$ cat src/rtl/fp_divider_pkg.sv
`default_nettype none
// ============================================================================
// Module      : fp_divider_pkg
// Description : Shared types and constants for the iterative binary32
//               divider: FSM state, rounding-mode codes, special-result
//               encodings and the registered result record.
// Revision    : 1.0 - initial release
// ============================================================================
package fp_divider_pkg;

  // Divider control states
  typedef enum logic [1:0] {
    IDLE = 2'd0,
    DIV  = 2'd1,
    DONE = 2'd2
  } div_state_t;

  // Rounding-mode codes as understood by the post-processing stage
  localparam logic [2:0] FPU_RM_RNE = 3'b000;
  localparam logic [2:0] FPU_RM_RTZ = 3'b001;
  localparam logic [2:0] FPU_RM_RDN = 3'b010;
  localparam logic [2:0] FPU_RM_RUP = 3'b011;
  localparam logic [2:0] FPU_RM_RMM = 3'b100;

  // Special-result encodings (biased exponent carried in exp[7:0])
  localparam logic [23:0] FPU_CANON_NAN_MAN = 24'h400000;
  localparam logic [23:0] FPU_INF_MAN       = 24'h000000;
  localparam logic [9:0]  FPU_SPECIAL_EXP   = 10'h0ff;

  // Quotient bits produced per operation, minus one (counter start value)
  localparam logic [4:0] DIV_ITER_LAST = 5'd24;

  // Everything handed to the post-processor alongside valid_out
  typedef struct packed {
    logic [2:0]  rm;
    logic [23:0] man;
    logic [9:0]  exp;
    logic        sgn;
    logic        rnd;
    logic        sticky;
    logic        skip;
    logic        iv;
    logic        dz;
  } div_result_t;

  // True for any NaN encoding (all-ones exponent, non-zero fraction)
  function automatic logic is_nan(input logic [31:0] x);
    return (&x[30:23]) & (|x[22:0]);
  endfunction

endpackage
`default_nettype wire

$ cat src/rtl/fp_divider_leading_zero_counter.sv
`default_nettype none
// ============================================================================
// Module      : leading_zero_counter
// Description : Counts leading zeros of a vector, MSB first. An all-zero
//               input returns WIDTH.
// Revision    : 1.0 - initial release
// ============================================================================
module leading_zero_counter #(
  parameter int WIDTH = 24,
  parameter int CNT_W = $clog2(WIDTH + 1)
) (
  input  logic [WIDTH-1:0] i_data,
  output logic [CNT_W-1:0] o_count
);

  // Scan upward so the highest set bit is the last one to set the count
  always_comb begin
    o_count = CNT_W'(WIDTH);
    for (int i = 0; i < WIDTH; i++) begin
      if (i_data[i]) o_count = CNT_W'(WIDTH - 1 - i);
    end
  end

endmodule
`default_nettype wire

$ cat src/rtl/fp_divider.sv
`default_nettype none
// ============================================================================
// Module      : fp_divider
// Description : Iterative binary32 divider (a / b). Classifies operands,
//               normalises denormals, runs a 25-step radix-2 restoring
//               mantissa division and hands an unrounded result (or a fully
//               formed special result) to the rounding stage.
// Revision    : 1.0 - initial release
// ============================================================================
module fp_divider
  import fp_divider_pkg::*;
(
  input  logic        clk,
  input  logic        reset,
  input  logic        flush,
  input  logic        valid_in,
  output logic        ready_out,
  output logic        valid_out,
  input  logic        ready_in,
  input  logic [2:0]  rm,
  input  logic [31:0] a,
  input  logic [31:0] b,
  output logic [2:0]  rm_out,
  output logic [23:0] man_out,
  output logic [9:0]  exp_out,
  output logic        sgn_out,
  output logic        round_bit,
  output logic        sticky_bit,
  output logic        skip_round,
  output logic        IV,
  output logic        DZ
);

  // --------------------------------------------------------------------------
  // Operand classification
  // --------------------------------------------------------------------------
  logic w_a_exp_zero, w_a_frac_nz, w_a_zero, w_a_inf, w_a_nan, w_a_snan;
  logic w_b_exp_zero, w_b_frac_nz, w_b_zero, w_b_inf, w_b_nan, w_b_snan;
  logic w_sgn;

  assign w_a_exp_zero = (a[30:23] == 8'd0);
  assign w_a_frac_nz  = |a[22:0];
  assign w_a_zero     = w_a_exp_zero & ~w_a_frac_nz;
  assign w_a_inf      = (&a[30:23]) & ~w_a_frac_nz;
  assign w_a_nan      = is_nan(a);
  assign w_a_snan     = w_a_nan & ~a[22];

  assign w_b_exp_zero = (b[30:23] == 8'd0);
  assign w_b_frac_nz  = |b[22:0];
  assign w_b_zero     = w_b_exp_zero & ~w_b_frac_nz;
  assign w_b_inf      = (&b[30:23]) & ~w_b_frac_nz;
  assign w_b_nan      = is_nan(b);
  assign w_b_snan     = w_b_nan & ~b[22];

  assign w_sgn = a[31] ^ b[31];

  // --------------------------------------------------------------------------
  // Mantissa normalisation; normals have the hidden bit set so lz is 0
  // --------------------------------------------------------------------------
  logic [23:0] w_a_man_raw, w_b_man_raw, w_a_man, w_b_man;
  logic [4:0]  w_lz_a, w_lz_b;
  logic [9:0]  w_a_e, w_b_e;

  assign w_a_man_raw = {~w_a_exp_zero, a[22:0]};
  assign w_b_man_raw = {~w_b_exp_zero, b[22:0]};

  leading_zero_counter #(.WIDTH(24)) u_lzc_a (
    .i_data  (w_a_man_raw),
    .o_count (w_lz_a)
  );

  leading_zero_counter #(.WIDTH(24)) u_lzc_b (
    .i_data  (w_b_man_raw),
    .o_count (w_lz_b)
  );

  assign w_a_man = w_a_man_raw << w_lz_a;
  assign w_b_man = w_b_man_raw << w_lz_b;

  // Unbiased exponents in 10-bit two's complement
  assign w_a_e = w_a_exp_zero ? (10'd0 - 10'd126 - {5'd0, w_lz_a})
                              : ({2'd0, a[30:23]} - 10'd127);
  assign w_b_e = w_b_exp_zero ? (10'd0 - 10'd126 - {5'd0, w_lz_b})
                              : ({2'd0, b[30:23]} - 10'd127);

  // Pre-doubling the dividend when ma < mb keeps the quotient in [1,2)
  logic        w_a_lt_b;
  logic [9:0]  w_exp_q;
  logic [25:0] w_rem_init;

  assign w_a_lt_b   = (w_a_man < w_b_man);
  assign w_exp_q    = w_a_e - w_b_e - {9'd0, w_a_lt_b};
  assign w_rem_init = w_a_lt_b ? {1'b0, w_a_man, 1'b0} : {2'b0, w_a_man};

  // --------------------------------------------------------------------------
  // Special-case result selection
  // --------------------------------------------------------------------------
  logic        w_spec;
  div_result_t w_spec_res;

  // Priority: NaN/invalid, inf dividend, zero divisor, zero quotient
  always_comb begin
    w_spec     = 1'b1;
    w_spec_res = '0;
    w_spec_res.rm   = rm;
    w_spec_res.skip = 1'b1;
    if (w_a_nan | w_b_nan | (w_a_zero & w_b_zero) | (w_a_inf & w_b_inf)) begin
      w_spec_res.man = FPU_CANON_NAN_MAN;
      w_spec_res.exp = FPU_SPECIAL_EXP;
      w_spec_res.iv  = w_a_snan | w_b_snan | (w_a_zero & w_b_zero) |
                       (w_a_inf & w_b_inf);
    end else if (w_a_inf) begin
      w_spec_res.man = FPU_INF_MAN;
      w_spec_res.exp = FPU_SPECIAL_EXP;
      w_spec_res.sgn = w_sgn;
    end else if (w_b_zero) begin
      w_spec_res.man = FPU_INF_MAN;
      w_spec_res.exp = FPU_SPECIAL_EXP;
      w_spec_res.sgn = w_sgn;
      w_spec_res.dz  = 1'b1;
    end else if (w_a_zero | w_b_inf) begin
      w_spec_res.sgn = w_sgn;
    end else begin
      w_spec = 1'b0;
    end
  end

  // --------------------------------------------------------------------------
  // Restoring division step
  // --------------------------------------------------------------------------
  div_state_t  r_state;
  logic [25:0] r_rem;
  logic [23:0] r_div;
  logic [24:0] r_q;
  logic [4:0]  r_cnt;
  logic [9:0]  r_exp;
  logic        r_sgn;
  logic [2:0]  r_rm;
  logic        r_valid;
  div_result_t r_res;

  logic [25:0] w_diff, w_rem_sel, w_rem_next;
  logic        w_qbit;
  logic [24:0] w_q_next;

  assign w_diff     = r_rem - {2'b0, r_div};
  assign w_qbit     = ~w_diff[25];
  assign w_rem_sel  = w_qbit ? w_diff : r_rem;
  assign w_rem_next = w_rem_sel << 1;
  assign w_q_next   = (r_q << 1) | {24'd0, w_qbit};

  // Control FSM with registered result and handshake outputs
  always_ff @(posedge clk or posedge reset) begin
    if (reset) begin
      r_state   <= IDLE;
      ready_out <= 1'b1;
      r_valid   <= 1'b0;
      r_res     <= '0;
      r_rem     <= '0;
      r_div     <= '0;
      r_q       <= '0;
      r_cnt     <= '0;
      r_exp     <= '0;
      r_sgn     <= 1'b0;
      r_rm      <= '0;
    end else if (flush) begin
      r_state   <= IDLE;
      ready_out <= 1'b1;
      r_valid   <= 1'b0;
      r_res     <= '0;
    end else begin
      case (r_state)
        IDLE: begin
          if (valid_in) begin
            ready_out <= 1'b0;
            r_rm      <= rm;
            r_sgn     <= w_sgn;
            if (w_spec) begin
              r_state <= DONE;
              r_valid <= 1'b1;
              r_res   <= w_spec_res;
            end else begin
              r_state <= DIV;
              r_rem   <= w_rem_init;
              r_div   <= w_b_man;
              r_q     <= '0;
              r_cnt   <= DIV_ITER_LAST;
              r_exp   <= w_exp_q;
            end
          end
        end
        DIV: begin
          r_rem <= w_rem_next;
          r_q   <= w_q_next;
          r_cnt <= r_cnt - 5'd1;
          if (r_cnt == 5'd0) begin
            r_state      <= DONE;
            r_valid      <= 1'b1;
            r_res        <= '0;
            r_res.rm     <= r_rm;
            r_res.man    <= w_q_next[24:1];
            r_res.rnd    <= w_q_next[0];
            r_res.sticky <= |w_rem_next;
            r_res.exp    <= r_exp;
            r_res.sgn    <= r_sgn;
          end
        end
        DONE: begin
          if (ready_in) begin
            r_state   <= IDLE;
            ready_out <= 1'b1;
            r_valid   <= 1'b0;
            r_res     <= '0;
          end
        end
        default: begin
          r_state   <= IDLE;
          ready_out <= 1'b1;
          r_valid   <= 1'b0;
          r_res     <= '0;
        end
      endcase
    end
  end

  // A flush in the handoff cycle must hide the result immediately
  assign valid_out  = r_valid & ~flush;
  assign rm_out     = r_res.rm;
  assign man_out    = r_res.man;
  assign exp_out    = r_res.exp;
  assign sgn_out    = r_res.sgn;
  assign round_bit  = r_res.rnd;
  assign sticky_bit = r_res.sticky;
  assign skip_round = r_res.skip;
  assign IV         = r_res.iv;
  assign DZ         = r_res.dz;

endmodule
`default_nettype wire

$ cat config.mk
export PLATFORM = sky130hd
export DESIGN_NAME = fp_divider
export DESIGN_NICKNAME = d
export VERILOG_FILES = /design/src/rtl/fp_divider_pkg.sv /design/src/rtl/fp_divider_leading_zero_counter.sv /design/src/rtl/fp_divider.sv
export SDC_FILE = /design/constraint.sdc
export NUM_CORES = 1
export LEC_CHECK = 0
export ABC_AREA = 1
export CAP_MARGIN = 20
export CORE_AREA = 3 3 196 121
export DETAILED_ROUTE_END_ITERATION = 16
export DIE_AREA = 0 0 199 124
export PLACE_DENSITY = 0.84
export SLEW_MARGIN = 25
export SYNTH_ARGS = -nofsm -noshare
export SYNTH_HDL_FRONTEND = slang
export SYNTH_SLANG_ARGS = --single-unit
$ cat constraint.sdc
create_clock -name clk -period 4.4 [get_ports clk]
set_input_delay 0.44 -clock clk [delete_from_list [all_inputs] [get_ports clk]]
set_output_delay 0.44 -clock clk [all_outputs]
set_load 0.05 [all_outputs]
==> results.ini, run 1 <==
[logic_synthesis]
synth.area.top_cells = dfrtp_1 30%, nand2_1 16%, ha_1 7.4%, inv_1 6.6%, o21ai_0 6.6%
synth-seq-cells = 140
yosysWarningCount = 0
synth_top_area_share_pct = 29.8
synth-main-ff-cell = dfrtp_1
synth_cells = 1739
yosysSeqAreaShare_pct = 30.0
synth_area_leader_cell = dfrtp_1
yosysUniqueCellTypes = 60
synth_edf_count = 0
avgSynthCellArea_um2 = 6.72
syn_nets = 1883
async_flop_share_pct = 100
netlist_area_um2 = 11700

[worst_setup_path]
critPathCaptureType = register
cp_max_fo = 8
path_class = primary input to register
cp-start-kind = primary input
crit_arrival_ns = 6.64
reg2reg_depth = 21
cp_slowest_cell = fa_2
timing.rr.start = r_rem[0]
rr_endpoint = sticky_bit
cp.required_ns = 4.76
cp_common_cell = nand2_1
r2r_slack_ns = 0.34
max_stage_delay_ns = 0.36

[drt]
drtIter0Drc = 2383
firstDrtPassIters = 6
final_antenna_net_count = 0
vias_per_cell = 6.06
wl_per_cell_um = 19.9
route.detailed.drc = 0
vias = 15200
totalWireLength_um = 50100

[min_path]
hold_path_class = register to register
hold_start = r_div[23]
holdPathEnd = r_div[23]
min_path_cells = 2

[cts]
clk_latency_ns = 0.44
ctsHoldBuffers = 0
ctsRootBufferMaster = clkbuf_16
path_clk_slew_ns = 0.07
cts_max_path_buffers = 2
cts_tree = done
cts_buffers = 17
clkSinkCount = 140
cts_max_level = 4

[timing]
skew_ns = 0.0138
slew_viol_final = 0
rsz0062_at_grt = yes
hold_viol = 0
period_minus_slack_ns = 6.28
fmax_ghz = 0.159
tns_ns = -25.41
setup_viol = 35
worst_pin_slew_ns = 1.14
fin_crit_sh_pct = 143
relSlewSlack_pct = 23.7
finalWorstSetupSlack_ns = -1.88

[placement]
dp_hpwl_um = 32600
pre_cts_ws_ns = -2.21
gp_congestion = 1.00
placed_area_um2 = 15400
io_buffers = 116

[finish]
design_area_um2 = 17800
finalNetCount = 2361
syn2layout_area_growth_pct = 52.3
drive_above_1_share_pct = 29.8
antenna_cells = 0

[global_route]
grt_pass1_wl_um = 71100
grt_overflow_total = 0
antenna_found_initial = 0
grt_max_degree = 87
grt_usage_pct = 36.4
grt_pass1_vias = 13900

[floorplanning]
ioPinCount = 117
die-area_um2 = 24700
core_um2 = 22000
placementRows = 42
start_util_pct = 53.0
dieHeight_um = 124
die_w_um = 199

[power]
power_density_nw_per_um2 = 474
ir_drop_v = 0.000471
power_leakage_nw = 8.93

[flow_run]
maxCapViolCount = 0

[status]
violations = setup timing
status = finished with violations

-- layout by cell type (no fill, tap or decap), types with 6 or more instances in the layout --
cell and n:
nor2_2 16, ha_1 61, nand2_1 471, ha_4 8, dfrtp_1 139, nor4_1 7, nor2_1 95, o21ai_4 14
dlygate4sd2_1 15, buf_4 365, clkdlybuf4s50_1 93, a21oi_1 67, clkbuf_16 19, o21ai_1 33, o21ai_0 115, nand4_1 13
buf_12 6, nand2_8 9, nor3_1 16, nand2_4 6, nand3_2 18, nand3_1 131, nand2_2 38, inv_2 14
buf_6 25, inv_1 192, o211ai_1 13, a22oi_1 9, o21ai_2 34, mux2i_1 7, xnor2_1 10, xor2_1 19
a21oi_2 13, nor2_4 6
-- cells in the mapped netlist, types with 6 or more instances --
| library cell | number |
|---|---|
| nor3_1 | 17 |
| dfrtp_1 | 139 |
| o221ai_1 | 10 |
| xnor2_1 | 11 |
| inv_2 | 6 |
| ha_1 | 69 |
| nand4_1 | 13 |
| a21boi_1 | 6 |
| o21ai_2 | 11 |
| clkbuf_1 | 32 |
| nor2_2 | 8 |
| buf_2 | 17 |
| nor4_1 | 8 |
| nand2_2 | 9 |
| o21ai_0 | 153 |
| nor2_1 | 109 |
| a31oi_1 | 6 |
| o21ai_1 | 32 |
| nand2_1 | 507 |
| xor2_1 | 19 |
| inv_1 | 205 |
| or2_2 | 6 |
| a22oi_1 | 13 |
| o211ai_1 | 13 |
| a21oi_1 | 76 |
| nand3_1 | 148 |
| mux2i_1 | 15 |
-- where the power goes --
part / internal (mW) / switching (mW)
clock: 0.924 / 0.624
sequential: 1.68 / 0.313
combinational: 1.78 / 3.11
-- stage by stage --
step                utilization [%]  cells  power [mW]  hold WS [ns]
detailed placement             70.2   2407        6.32         0.450
CTS                            77.6   2504        8.03         0.464
finish                         80.8   2516        8.42         0.469
global route                   80.8   2516        8.90         0.488
global placement               70.2   2407        6.12         0.442
floorplan                         -   1739        4.97         0.425
-- state kept, by name, indices dropped and copies added, names as in the netlist, 2 cells and up --
| register | count |
|---|---|
| r_q | 24 |
| r_state | 2 |
| exp_out | 10 |
| man_out | 24 |
| r_div | 24 |
| r_rem | 26 |
| r_cnt | 5 |
| r_exp | 10 |
| r_rm | 3 |
| rm_out | 3 |
-- timing repair --
| item | CTS | global route |
|---|---|---|
| hold endpoints to repair | 0 | 0 |
| endpoints found under the setup margin | 35 | 35 |
| pin swaps | 73 | 69 |
| cloned | 5 | 5 |
| buffers inserted | 64 | 16 |
| gates resized for setup | 176 | 143 |
-- worst max-delay path by stage --
stage               startpoint        to  slack (ns)  cells past startpoint
global placement          a[1]  r_exp[9]       -2.01                     54
detailed placement        a[1]  r_exp[9]       -2.21                     53
global route              b[1]  r_exp[8]       -2.24                     55
CTS                       b[1]  r_exp[9]       -1.15                     51
floorplan                 a[1]  r_exp[8]       -1.01                     53
finish                    b[1]  r_exp[8]       -1.88                     55
-- cell families after synthesis --
kind of cell | Yosys count | synth area share [%]
flip-flops | 140 | 30.0
XOR/XNOR | 30 | 2.25
multiplexers | 15 | 1.29
AO/OA/AOI/OAI | 361 | 18.1
AND/OR/NAND/NOR | 846 | 30.8
buffers and inverters | 275 | 9.69
adder cells (fa/ha/maj) | 72 | 7.91
-- routing by layer --
layer,global-route usage [%],up-vias,wire (um)
met5,0,-,0
met1,52.1,7018,20200
met3,8.89,289,6570
li1,-,6737,-
met4,7.68,0,2130
met2,56.1,1194,21200
-- area by class of cell --
class                           count  area [um^2]
Tap cell                          286          358
Clock inverter                     13          181
Fill cell                        1355         4240
Multi-Input combinational cell   1329         8090
Inverter                          213          825
Timing Repair Buffer              516         4380
Clock buffer                       19          443
Sequential cell                   140         3500
-- critical path: cells and delay by family --
kind,cells,cell delay (ns)
multiplexers,1,0.14
XOR/XNOR,1,0.14
buffers and inverters,8,0.83
AO/OA/AOI/OAI,12,1.86
adder cells (fa/ha/maj),3,0.81
AND/OR/NAND/NOR,30,2.41
Note: power is estimated with default switching activity, not from simulation.
==> run 2: changes to the inputs <==
CORE_AREA = 3 3 188 116   (was 3 3 196 121)
DIE_AREA = 0 0 191 119   (was 0 0 199 124)
GPL_TIMING_DRIVEN = 0   (was default)
PLACE_DENSITY = 0.86   (was 0.84)
SLEW_MARGIN = 30   (was 25)
clock period = 5.85 ns   (was 4.4 ns; I/O delays follow)
==> results.ini, run 2 (synthesis results as in run 1) <==
[floorplanning]
core_um2 = 20100  ; -8.9%
placementRows = 40  ; -4.8%
start_util_pct = 58.2  ; +5.2 points
dieHeight_um = 119  ; -4.0%
die-area_um2 = 22700  ; -7.9%
ioPinCount = 117  ; unchanged
die_w_um = 191  ; -4.0%

[timing]
period_minus_slack_ns = 6.10
fmax_ghz = 0.164
skew_ns = 0.00938  ; -0.00445 ns
fin_crit_sh_pct = 104
rsz0062_at_grt = yes
hold_viol = 0  ; unchanged
relSlewSlack_pct = 40.2  ; +16 points
finalWorstSetupSlack_ns = -0.251  ; +1.63 ns
worst_pin_slew_ns = 0.894  ; -0.249 ns
slew_viol_final = 0  ; unchanged
setup_viol = 4  ; -89%

[finish]
syn2layout_area_growth_pct = 34.2
final_cell_mix = 470 x nand2_1, 183 x inv_1, 139 x dfrtp_1, 137 x nand3_1, 117 x o21ai_0
finalNetCount = 2119  ; -10%
drive_above_1_share_pct = 21.3  ; -8.4 points
layout_commonest_cell = nand2_1
n_fill_cell = 1441  ; +6.3%
multiInputGateArea_um2 = 8060  ; -0.40%
seq_area_um2 = 3500  ; unchanged
largest_reg_flops = 26  ; unchanged
top_register = r_rem
fin_util_pct = 78.1  ; -2.7 points

[drt]
route.detailed.drc = 0  ; unchanged
drtIter0Drc = 1713  ; -28%
firstDrtPassIters = 8  ; +2
totalWireLength_um = 44700  ; -11%
wl_per_cell_um = 19.7  ; -0.83%
final_antenna_net_count = 0  ; unchanged
vias_per_cell = 6.12  ; +1.1%
vias = 13800  ; -9.1%

[cts]
ctsHoldBuffers = 0  ; unchanged
cts_max_path_buffers = 2  ; unchanged
path_clk_slew_ns = 0.07  ; about the same
cts_max_level = 4  ; unchanged
cts_buffers = 17  ; unchanged
ctsRootBufferMaster = clkbuf_16
cts_tree = done
clkSinkCount = 140  ; unchanged
clk_latency_ns = 0.43  ; about the same

[global_route]
grt_pass1_wl_um = 66000  ; -7.3%
grt_max_degree = 96  ; +10%
grt_usage_pct = 36.8  ; +0.39 points
grt_pass1_vias = 12500  ; -9.8%
grt_overflow_total = 0  ; unchanged
antenna_found_initial = 1  ; +1

[worst_setup_path]
cp.required_ns = 6.14  ; +1.38 ns
cp-start-kind = primary input
crit_start = b[0]
max_stage_delay_ns = 0.37  ; about the same
path_class = primary input to register
cp_common_cell = nand2_1
timing.rr.start = r_div[0]
cp_slowest_cell = a22oi_2
r2r_slack_ns = 1.72  ; +1.38 ns
crit_arrival_ns = 6.39  ; -0.25 ns
cp_max_fo = 8  ; unchanged
reg2reg_depth = 20  ; -4.8%
critPathCaptureType = register

[placement]
gp_congestion = 1.07  ; +6.5%
pre_cts_ws_ns = -2.13  ; +0.0807 ns
io_buffers = 116  ; unchanged
dp_hpwl_um = 31300  ; -3.8%

[flow_run]
maxCapViolCount = 0  ; unchanged

[power]
power.total_mw = 5.98  ; -29%
power_density_nw_per_um2 = 381  ; -20%
ir_drop_v = 0.000338  ; -28%
power_leakage_nw = 7.56  ; -15%

[min_path]
hold_path_class = register to register
min_path_cells = 2  ; unchanged
hold_start = r_div[23]

[status]
status = finished with violations
violations = setup timing

## run 2: cell count changes in the layout (fill, tap and decap cells not counted), moves of 6 or more
cell	before	now
o21ai_2	34	41
o21ai_1	33	26
nand3_1	131	137
buf_6	25	11
inv_2	14	25
clkdlybuf4s50_1	93	84
buf_4	365	97
nand2_8	9	1
clkbuf_1	1	27
buf_2	2	18
nor2_1	95	88
inv_1	192	183
## run 2: layout make-up
| type | count | share of cell area [%] |
|---|---|---|
| Timing Repair Buffer | 219 | 12.9 |
| Antenna cell | 1 | 0.0160 |
| Buffer | 60 | 2.55 |
| Clock inverter | 11 | 0.575 |
| Multi-Input combinational cell | 1324 | 51.4 |
| Tap cell | 273 | 2.18 |
| Inverter | 213 | 5.20 |
| Clock buffer | 20 | 2.85 |
| Sequential cell | 140 | 22.4 |
## run 2: path summary, 6_finish.rpt
check,endpoint
max in group asynchronous,r_exp[8]
setup reg to reg,sticky_bit
hold reg to reg,r_div[23]
min in group asynchronous,r_rem[14]
hold / removal,r_div[23]
setup / recovery,r_exp[9]
## run 2: worst max-delay path: cells and delay by family
family,cells,cell delay [ns]
AOI/OAI and AO/OA,9,1.43
xor gates and xnor gates,1,0.18
adders and majority gates,3,0.78
buffers and inverters,8,0.94
muxes,1,0.13
and+or+nand+nor,30,2.32
## run 2: what timing repair did
item | CTS | global route
resized for setup | 276 | 131
setup buffers | 70 | 29
setup endpoints to repair | 23 | 7
pin swaps | 73 | 74
cloned | 3 | 2
## run 2: through the flow
step	std cells	setup TNS, ns	hold WS (ns)	cell area [um^2]
final	2261	-0.637	0.469	15700
after global routing	2260	-2.14	0.484	15700
after CTS	2230	-0.0240	0.465	14900
after detailed placement	2129	-25.01	0.450	13200
after global placement	2128	-71.15	0.445	13200
after floorplan	1739	0	0.425	11700
## run 2: report_power, final
part	switching [mW]	internal (mW)
registers	0.207	1.26
logic	2.29	1.22
clock network	0.444	0.556
## run 2: routing by layer
| metal | global-route usage [%] | share of wire [%] | routed length [um] |
|---|---|---|---|
| met1 | 55.3 | 42 | 18800 |
| met2 | 50.8 | 42 | 18600 |
| met3 | 13.1 | 15 | 6530 |
| met4 | 6.87 | 1.7 | 758 |
| met5 | 0 | 0.029 | 13 |
